==> config.mk <==
export PLATFORM = sky130hd
export DESIGN_NAME = display_frame_ram
export DESIGN_NICKNAME = d
export VERILOG_FILES = /design/src/rtl/display_pkg.sv /design/src/rtl/display_cell_counter.sv /design/src/rtl/display_frame_ram.sv
export SDC_FILE = /design/constraint.sdc
export NUM_CORES = 1
export LEC_CHECK = 0
export ABC_AREA = 0
export CELL_PAD_IN_SITES_DETAIL_PLACEMENT = 0
export CELL_PAD_IN_SITES_GLOBAL_PLACEMENT = 1
export CORE_ASPECT_RATIO = 1.25
export CORE_MARGIN = 2
export CORE_UTILIZATION = 47
export CTS_CLUSTER_DIAMETER = 30
export DETAILED_ROUTE_END_ITERATION = 6
export PLACE_DENSITY = 0.83
export SYNTH_ARGS = -nofsm -noshare
export SYNTH_HDL_FRONTEND = slang
export SYNTH_HIERARCHICAL = 1
export SYNTH_SLANG_ARGS = --single-unit
==> constraint.sdc <==
create_clock -name clk -period 5 [get_ports clk]
set_input_delay 1 -clock clk [delete_from_list [all_inputs] [get_ports clk]]
set_output_delay 1 -clock clk [all_outputs]
set_load 0.02 [all_outputs]
==> src/rtl/display_pkg.sv <==
// ============================================================================
// display_pkg
// Shared constants and types for the display frame store.
//   COLOR_*        : 2-bit cell encodings, {red, green}
//   frame_state_t  : fill-engine state encoding
//   DISPLAY_ADDR_W : default cell address width (64 cells)
// Revision: 1.0 - initial release
// ============================================================================
`default_nettype none

package display_pkg;

  localparam int DISPLAY_ADDR_W = 6;

  localparam logic [1:0] COLOR_OFF   = 2'b00;
  localparam logic [1:0] COLOR_GREEN = 2'b01;
  localparam logic [1:0] COLOR_RED   = 2'b10;
  localparam logic [1:0] COLOR_BOTH  = 2'b11;

  typedef enum logic [0:0] {
    IDLE = 1'b0,
    FILL = 1'b1
  } frame_state_t;

endpackage

`default_nettype wire

==> src/rtl/display_cell_counter.sv <==
// ============================================================================
// display_cell_counter
// Up/down counter tracking how many cells have one colour bit set.
// Ports:
//   clk, rst  : clock, asynchronous active-high reset
//   en        : a cell is being written this cycle
//   old_bit   : colour bit currently stored in that cell
//   new_bit   : colour bit being written
//   count     : number of cells with the bit set
// Revision: 1.0 - initial release
// ============================================================================
`default_nettype none

module display_cell_counter #(
  parameter int               CNT_W     = 7,
  parameter logic [CNT_W-1:0] RESET_VAL = '0
) (
  input  logic             clk,
  input  logic             rst,
  input  logic             en,
  input  logic             old_bit,
  input  logic             new_bit,
  output logic [CNT_W-1:0] count
);

  always_ff @(posedge clk or posedge rst) begin
    if (rst) begin
      count <= RESET_VAL;
    end else if (en && (old_bit != new_bit)) begin
      // Only a changing bit moves the count: 0->1 adds, 1->0 removes.
      if (new_bit) count <= count + 1'b1;
      else         count <= count - 1'b1;
    end
  end

endmodule

`default_nettype wire

==> src/rtl/display_frame_ram.sv <==
// ============================================================================
// display_frame_ram
// Frame store feeding the LED matrix scanner: 2**ADDR_W cells of {red,green},
// combinational read port, ready/valid single-cell write port and a
// whole-frame fill engine that has priority over writes.
// Ports:
//   clk, rst            : clock, asynchronous active-high reset
//   rd_addr / rd_data   : zero-latency scanner read
//   wr_valid/wr_ready/wr_addr/wr_data : single-cell write handshake
//   fill_req/fill_data  : start a full-frame fill with the given colour
//   busy                : fill engine running
//   fill_done           : one-cycle pulse in the first idle cycle after a fill
// Optional build macro DISPLAY_FRAME_RAM_COUNT_EN adds red_count/green_count,
// the number of cells with each colour bit lit.
// Revision: 1.0 - initial release
// ============================================================================
`default_nettype none

module display_frame_ram
  import display_pkg::*;
#(
  parameter int         ADDR_W        = DISPLAY_ADDR_W,
  parameter logic [1:0] FILL_ON_RESET = COLOR_OFF
) (
  input  logic              clk,
  input  logic              rst,
  input  logic [ADDR_W-1:0] rd_addr,
  output logic [1:0]        rd_data,
  input  logic              wr_valid,
  output logic              wr_ready,
  input  logic [ADDR_W-1:0] wr_addr,
  input  logic [1:0]        wr_data,
  input  logic              fill_req,
  input  logic [1:0]        fill_data,
  output logic              busy,
  output logic              fill_done
`ifdef DISPLAY_FRAME_RAM_COUNT_EN
  ,
  output logic [ADDR_W:0]   red_count,
  output logic [ADDR_W:0]   green_count
`endif
);

  localparam int                DEPTH     = 2 ** ADDR_W;
  localparam logic [ADDR_W-1:0] LAST_ADDR = {ADDR_W{1'b1}};

  // Cells packed into one vector so the whole frame can be reset in one step.
  logic [2*DEPTH-1:0] mem;

  frame_state_t      state;
  logic [ADDR_W-1:0] fill_cnt;
  logic [1:0]        fill_val;

  logic              we;
  logic [ADDR_W-1:0] we_addr;
  logic [1:0]        we_data;

  // Fill request wins over a same-cycle write; the writer keeps holding.
  assign wr_ready = (state == IDLE) && !fill_req;

  assign rd_data = mem[{rd_addr, 1'b0} +: 2];

  // Single write port shared by the fill engine and the external writer.
  always_comb begin
    we      = 1'b0;
    we_addr = wr_addr;
    we_data = wr_data;
    if (state == FILL) begin
      we      = 1'b1;
      we_addr = fill_cnt;
      we_data = fill_val;
    end else if (wr_valid && wr_ready) begin
      we = 1'b1;
    end
  end

  always_ff @(posedge clk or posedge rst) begin
    if (rst) begin
      mem <= {DEPTH{FILL_ON_RESET}};
    end else if (we) begin
      mem[{we_addr, 1'b0} +: 2] <= we_data;
    end
  end

  always_ff @(posedge clk or posedge rst) begin
    if (rst) begin
      state     <= IDLE;
      fill_cnt  <= '0;
      fill_val  <= COLOR_OFF;
      busy      <= 1'b0;
      fill_done <= 1'b0;
    end else begin
      case (state)
        IDLE: begin
          fill_done <= 1'b0;
          if (fill_req) begin
            fill_val <= fill_data;
            fill_cnt <= '0;
            busy     <= 1'b1;
            state    <= FILL;
          end
        end
        FILL: begin
          fill_cnt <= fill_cnt + 1'b1;
          // Counter wraps to zero here, leaving it ready for the next fill.
          if (fill_cnt == LAST_ADDR) begin
            busy      <= 1'b0;
            fill_done <= 1'b1;
            state     <= IDLE;
          end
        end
        default: state <= IDLE;
      endcase
    end
  end

`ifdef DISPLAY_FRAME_RAM_COUNT_EN
  localparam logic [ADDR_W:0] FULL_CNT = {1'b1, {ADDR_W{1'b0}}};

  logic [1:0] old_cell;
  assign old_cell = mem[{we_addr, 1'b0} +: 2];

  display_cell_counter #(
    .CNT_W     (ADDR_W + 1),
    .RESET_VAL (FILL_ON_RESET[1] ? FULL_CNT : '0)
  ) u_red_counter (
    .clk     (clk),
    .rst     (rst),
    .en      (we),
    .old_bit (old_cell[1]),
    .new_bit (we_data[1]),
    .count   (red_count)
  );

  display_cell_counter #(
    .CNT_W     (ADDR_W + 1),
    .RESET_VAL (FILL_ON_RESET[0] ? FULL_CNT : '0)
  ) u_green_counter (
    .clk     (clk),
    .rst     (rst),
    .en      (we),
    .old_bit (old_cell[0]),
    .new_bit (we_data[0]),
    .count   (green_count)
  );
`endif

endmodule

`default_nettype wire

Word-level counts from Yosys, hierarchy flattened --
Cells that the tools add are included.
Storage, ports and cells: bits of input ports 20, output and inout bits 5, word-level logic and storage cells 35, register bits 139
Operators by class: shift operators 3, multiplexer cells 15, reductions and logical operators 5, $add $sub $neg 2, equal/unequal tests 3, bitwise gates (word level) 1
Operators with widths (count):
- $bwmux 128 | 1
- $shift 2x9->128 const A | 1
- $shiftx 128x8->2 | 1
- $shiftx 2x9->128 | 1
- $mux 6 | 2
- $pmux 6 s2 | 1
- $neg 7->9 | 1
- $mux 1 | 7
- $add 6x1->6 const B | 1
- $eq 6x6->1 const B | 1
- $pmux 1 s2 | 3
- $reduce_and 2->1 | 2
- $logic_and 1x1->1 | 2
- $mux 2 | 1
- $ne 2x1->1 const B | 1
- $ne 2x2->1 const B | 1
- $logic_not 1->1 | 1
- $not 1->1 | 1

Depth between registers and ports, before layout --
Gate-level depths: netlist of run 1.
depth after elaboration 5, gate-level depth with buffers 13, mapped depth without buffers 8

Worst setup path before layout of run 1 --
Ideal clock, no wire load.
kind input to output, start input rd_addr[0], end output rd_data[0], data arrival time 2768 ps, path buffers 2, path slack 1232 ps, data required time 4000 ps, cell stages on the path 7, cells stage by stage clkbuf_1 > buf_2 > mux4_2 > mux2_2 > o2bb2ai_1 > o21ai_0 > o21ai_0
Between the ends: cells in the longest elaborated chain, start to end 1
Ends and longest elaborated chain:
- start: declaration | line display_frame_ram.sv:27 | input logic [ADDR_W-1:0] rd_addr,
- $shiftx 128x8->2 | line display_frame_ram.sv:61 | assign rd_data = mem[{rd_addr, 1'b0} +: 2];
- end: declaration | line display_frame_ram.sv:28 | output logic [1:0] rd_data,
Every way passes these cells.

Worst setup path after layout of run 1 --
start input rd_addr[1], end output rd_data[1]
Same word-level chain as after synthesis.

==> key figures, run 1 <==
Outcome
  – Outcome: finished, final reports clean

CTS
  – TritonCTS Buffers: 17
  – Sink Count: 139
  – Reg clk slew, reported paths: 60 ps
  – CTS tree: built
  – Post-CTS sizing: 0
  – CTS max path bufs: 2
  – Clock Latency Late Sink: 420 ps
  – Post-CTS Repair Setup Buffers: 0
  – Root Buffer: clkbuf_16
  – H-tree depth: 4
  – Hold_buf cts: 0

Logic synthesis
  – Syn Area/Cell: 13.4 sq um
  – Synthesized area: 7540 sq um
  – Post-synth top area cell: dfrtp_1
  – Syn nets: 586
  – Asr flop ratio synth: 1.00
  – Complex-gate fraction of the synthesized area: 0.0458
  – Synth unique cells: 67
  – Cell count after synthesis: 564
  – Area contributors post-synth: dfrtp_1 46%, mux2_2 17%, mux4_2 9.6%
  – Area fraction in and, or, nand and nor cells after synthesis: 0.123
  – Largest family of logic cells by synthesized area: multiplexers
  – Mux cell area share after synthesis: 0.328
  – Xor and xnor area share after synthesis: 0.0116
  – Adder-cell share of the synthesized area: 0.00332
  – Main synth FF type: dfrtp_1
  – Synth warn: 6
  – Number of synthesized flops with an enable pin: 0
  – Post-synth top cells: 139 x dfrtp_1, 113 x mux2_2, 32 x mux4_2, 32 x nor2_1, 29 x nand2_1
  – Post-synth top area share: 0.461
  – Yosys reg bits: 139
  – Sequential-to-total area share from yosys stat: 0.461
  – Most common cell in the netlist: dfrtp_1

Power and ir drop
  – P_leak: 3.64 nW
  – Worst IR Drop VDD: 0.299 mV
  – Switching Fraction: 0.385
  – Logic pwr share: 0.431
  – Sequential power share: 0.342
  – Clock power share: 0.227
  – Total Power: 5.56 mW
  – Pint: 3.41 mW
  – Sw power: 2.14 mW
  – Cell Pwr Density: 651 nW/um^2

Drt
  – Final WL: 17600 um
  – Vias: 4764
  – WL/cell: 21.8 um
  – DRC: 0
  – Post-DR vias/cell: 5.93
  – 1st-iter DRT viols: 263
  – DRT antenna net count: 0
  – DRT Pass-1 Iters: 4

Setup path
  – CP required: 4000 ps
  – CP Capture Type: output port
  – Max Fanout on Critical Path: 23
  – Setup Crit Path Kind: input port to output port
  – WP data arrival: 3450 ps
  – Worst setup SP type: input port

Global routing
  – Grt ovf: 0
  – Initial antenna violation count: 0
  – Pin count of the biggest net entering global routing: 119
  – First-pass GRT wire length: 28800 um
  – Total GRT Usage: 0.224
  – Vias in the first global route: 5131

STA
  – Worst-margin pin slew: 1050 ps
  – Final setup viols: 0
  – Peak Freq: 0.225 GHz
  – Worst slew margin: 0.301
  – Clock skew: 10.2 ps
  – RSZ-0062 raised after global routing: false
  – Ratio of final minimum period to clock period: 0.890
  – Final Hold Viols: 0
  – Total negative slack: 0 ps
  – Fin crit period: 4450 ps
  – Hold_ws: 489 ps
  – Final-report max-slew violation count: 0

Place
  – Routability Congestion: 0.807
  – Hpwl dp: 11700 um
  – Cells after DPL: 772
  – I/O Buffers: 24

Layout
  – Nets: 601
  – Share of cells above drive strength 1: 0.410
  – Fin cells: 804
  – Area Overhead vs Synth: 13.2%
  – Diode count: 0

Floorplan
  – Die H: 146 um
  – Row Count: 51
  – Effective utilization at floorplan: 0.482
  – IO Pins: 25
  – Die ar.: 17100 sq um
  – Die Width: 117 um
  – Core Footprint: 15600 sq um

Flow run
  – Max-cap violations: 0

Min path
  – HP Class: flop to flop
==> per-layer routing <==
layer,vias up,global-route usage,share of wire
met5,-,0,0
met4,0,0.102,0.036
met3,41,0.0421,0.042
met2,132,0.351,0.50
met1,2479,0.301,0.42
li1,2112,-,-
==> cell type report <==
class,instances,area (sq um)
clock inverter,9,111
timing repair buffer,31,313
multi-input combinational,383,3850
sequential,139,3480
tap,212,265
clock buffer,23,478
inverter,7,31.3
fill,1298,7100
==> cells by family (layout without fill, tap and decap cells) <==
logic type,after synthesis,after routing
adders and majority gates,2,2
AOI/OAI and AO/OA,43,43
buffers and inverters,42,70
DFF,139,139
and+or+nand+nor,146,146
xor gates and xnor gates,10,10
muxes,182,182
==> flip-flops by register name, indices dropped and copies added, names as in the netlist <==
name       cells
busy           1
mem          128
fill_done      1
state          1
fill_cnt       6
fill_val       2
==> power by group through the flow <==
stage | combinational, mW | sequential [mW] | clock (mW)
floorplan | 1.87 | 1.77 | 0
global placement | 2.32 | 1.88 | 0
detailed placement | 2.38 | 1.91 | 0
CTS | 2.40 | 1.90 | 1.27
global route | 2.57 | 1.95 | 1.33
finish | 2.40 | 1.90 | 1.26
==> cell usage in the layout (no fill, tap or decap), types with 3 or more instances in the layout <==
cell             instances
mux2_2                 113
clkdlybuf4s50_1         23
buf_4                    5
inv_6                    3
o21ai_0                 12
a21oi_1                  4
nand2b_1                10
xor2_1                   5
clkbuf_8                 3
nor2_4                  14
mux2_4                  12
xnor2_1                  5
nor3_2                   8
mux4_2                  32
clkbuf_16               17
inv_1                    6
mux2_1                  14
o31ai_1                  3
nand4_1                  4
nor2_1                  32
dfrtp_1                139
nand2_1                 29
o221ai_1                 3
mux2i_1                  8
o22ai_1                  3
nand3_1                  7
nand2_2                  7
clkbuf_1                 3
nor3_1                   7
nor2b_1                  5
==> through the flow <==
| stage | worst slack, ps | utilization | area [sq um] |
|---|---|---|---|
| 6_report | 551 | 0.546 | 8530 |
| 5_1_grt | 478 | 0.546 | 8530 |
| 4_1_cts | 568 | 0.546 | 8530 |
| 3_5_place_dp | 576 | 0.508 | 7940 |
| 3_3_place_gp | 572 | 0.508 | 7940 |
| 2_1_floorplan | 275 | - | 7540 |
==> critical path, cell delays in order <==
cell and delay, ps:
clkdlybuf4s50_1 450, buf_4 310, mux4_2 340, or4_1 400
o21ai_0 90, nor3_1 70, o221ai_1 70, o31ai_1 130
clkdlybuf4s50_1 570
==> final timing paths <==
| kind | startpoint | end | slack, ps | cells after the start |
|---|---|---|---|---|
| max | rd_addr[1] | rd_data[1] | 550 | 9 |
| min | mem[114] | mem[114] | 490 | 1 |
| max reg2reg | state | mem[47] | 1490 | 8 |
| min reg2reg | mem[114] | mem[114] | 490 | 1 |
| max in group asynchronous | rst | mem[90] | 2940 | 3 |
| min in group asynchronous | rst | mem[104] | 1180 | 2 |
Power figures use the tool's default switching activity.
==> run 2, diff against run 1 <==
Settings changed: SETUP_SLACK_MARGIN set to 0.3.
==> run 2 against run 1 <==
Hold slack lost 3.0 ps. First-iteration DRC count grew 37%. Sequential cell count is the same. Maximum frequency grew 2.0%.
==> key figures, run 2 (same netlist as run 1, synthesis figures left out) <==
Flow run
  – Max-cap violations: 0 (unchanged)

Drt
  – 1st-iter DRT viols: 360 (was 263)
  – DRC: 0 (unchanged)
  – DRT Pass-1 Iters: 5 (was 4)
  – Vias: 4864 (was 4764)
  – Post-DR vias/cell: 6.03 (was 5.93)
  – Final WL: 17900 um (was 17600 um)
  – DRT antenna net count: 0 (unchanged)
  – WL/cell: 22.1 um (was 21.8 um)

Layout
  – Diode count: 0 (unchanged)
  – Area of the multi-input gates: 3850 sq um (unchanged)
  – Biggest regs: mem (128), fill_cnt (6), fill_val (2) (unchanged)
  – Most frequent cells in the layout: 139 x dfrtp_1, 113 x mux2_2, 32 x nor2_1, 32 x mux4_2, 29 x nand2_1 (unchanged)
  – Nets: 604 (was 601)
  – Commonest non-fill, non-tap cell in the layout: dfrtp_1 (unchanged)
  – Reg with most FFs: mem (unchanged)
  – Fillers: 1283 (was 1298)
  – Share of cells above drive strength 1: 0.417 (was 0.410)
  – Area Overhead vs Synth: 14.1% (was 13.2%)
  – FF+latch area: 3480 sq um (unchanged)
  – Largest register FFs: 128 (unchanged)

CTS
  – Reg clk slew, reported paths: 60 ps (about the same)
  – Sink Count: 139 (unchanged)
  – TritonCTS Buffers: 17 (unchanged)
  – H-tree depth: 4 (unchanged)
  – Post-CTS Repair Setup Buffers: 0 (unchanged)
  – Root Buffer: clkbuf_16 (unchanged)
  – Clock Latency Late Sink: 420 ps (about the same)
  – CTS max path bufs: 2 (unchanged)
  – CTS tree: built (unchanged)
  – Post-CTS sizing: 0 (unchanged)
  – Hold_buf cts: 0 (unchanged)

Setup path
  – Setup Crit Path Kind: input port to output port (unchanged)
  – CP required: 4000 ps (about the same)
  – CP startpoint: rd_addr[0] (was rd_addr[1])
  – Setup crit end: rd_data[0] (was rd_data[1])
  – Reg2Reg Depth: 8 (unchanged)
  – Max Fanout on Critical Path: 11 (was 23)
  – Worst setup SP type: input port (unchanged)
  – WP data arrival: 3360 ps (was 3450 ps)
  – CP Capture Type: output port (unchanged)
  – Worst R2R Setup Slack: 1800 ps (was 1490 ps)
  – Reg-to-reg endpoint: mem[118] (was mem[47])
  – R2r startpoint: state (unchanged)

STA
  – Worst slew margin: 0.379 (was 0.301)
  – Fin worst setup slack: 638 ps (was 551 ps)
  – Hold_ws: 486 ps (was 489 ps)
  – Total negative slack: 0 ps (unchanged)
  – Final-report max-slew violation count: 0 (unchanged)
  – Worst-margin pin slew: 922 ps (was 1050 ps)
  – Final setup viols: 0 (unchanged)
  – RSZ-0062 raised after global routing: false (unchanged)
  – Ratio of final minimum period to clock period: 0.872 (was 0.890)
  – Final Hold Viols: 0 (unchanged)
  – Fin crit period: 4360 ps (was 4450 ps)
  – Peak Freq: 0.229 GHz (was 0.225 GHz)
  – Clock skew: 9.39 ps (was 10.2 ps)

Outcome
  – Outcome: finished, final reports clean (unchanged)

Floorplan
  – Die Width: 117 um (unchanged)
  – IO Pins: 25 (unchanged)
  – Die ar.: 17100 sq um (unchanged)
  – Effective utilization at floorplan: 0.482 (unchanged)
  – Row Count: 51 (unchanged)
  – Core Footprint: 15600 sq um (unchanged)
  – Die H: 146 um (unchanged)

Power and ir drop
  – Total Power: 5.62 mW (was 5.56 mW)
  – Cell Pwr Density: 654 nW/um^2 (was 651 nW/um^2)
  – P_leak: 3.67 nW (was 3.64 nW)
  – Worst IR Drop VDD: 0.259 mV (was 0.299 mV)

Global routing
  – First-pass GRT wire length: 29300 um (was 28800 um)
  – Vias in the first global route: 5142 (was 5131)
  – Total GRT Usage: 0.230 (was 0.224)
  – Grt ovf: 0 (unchanged)
  – Pin count of the biggest net entering global routing: 118 (was 119)
  – Initial antenna violation count: 0 (unchanged)

Place
  – Routability Congestion: 0.848 (was 0.807)
  – Place WS: 599 ps (was 576 ps)
  – Hpwl dp: 11900 um (was 11700 um)
  – I/O Buffers: 24 (unchanged)

Min path
  – HP Class: flop to flop (unchanged)
==> run 2: cell count changes in the layout (fill, tap and decap cells not counted), sizes merged <==
| cell | change |
|---|---|
| clkbuf | -4 |
| buf | +3 |
| clkinvlp | +2 |
| bufinv | +1 |
| clkinv | +1 |
==> run 2: routing by layer <==
layer | GRT usage | part of all wire | vias to the layer above
met5 | 0 | 0 | -
met3 | 0.0491 | 0.050 | 34
met1 | 0.308 | 0.42 | 2559
met2 | 0.367 | 0.50 | 148
li1 | - | - | 2123
met4 | 0.0871 | 0.028 | 0
==> run 2: critical path, cell delays in order <==
cell	delay (ps)
buf_2	350
buf_4	320
mux4_2	530
mux2_2	280
o221ai_1	180
o21ai_0	140
clkdlybuf4s50_1	560
==> run 2: final cells by class <==
class                           count  share of cell area
Inverter                            7             0.00349
Timing Repair Buffer               34              0.0419
Clock inverter                     13              0.0194
Multi-Input combinational cell    383               0.448
Clock buffer                       19              0.0515
Sequential cell                   139               0.405
Tap cell                          212              0.0308
==> run 2: worst min-delay path by stage <==
stage / startpoint / endpoint / slack [ps] / cells past startpoint
5_1_grt: mem[108] / mem[108] / 510 / 1
6_report: mem[126] / mem[126] / 490 / 1
2_1_floorplan: mem[120] / mem[120] / 450 / 1
3_3_place_gp: fill_done / fill_done / 460 / 1
4_1_cts: mem[126] / mem[126] / 490 / 1
3_5_place_dp: mem[126] / mem[126] / 470 / 1
==> run 2: through the flow <==
step / instance area, sq um / util / instances
after floorplan: 7540 / - / 564
after global placement: 7990 / 0.511 / 775
after detailed placement: 7990 / 0.511 / 775
after CTS: 8600 / 0.550 / 807
after global routing: 8600 / 0.550 / 807
final: 8600 / 0.550 / 807
==> run 2: where the power goes <==
group / switching [mW] / internal, mW / leakage (nW)
clock: 0.505 / 0.802 / 0.290
sequential: 0.326 / 1.59 / 1.80
combinational: 1.34 / 1.06 / 1.58
total: 2.17 / 3.45 / 3.67
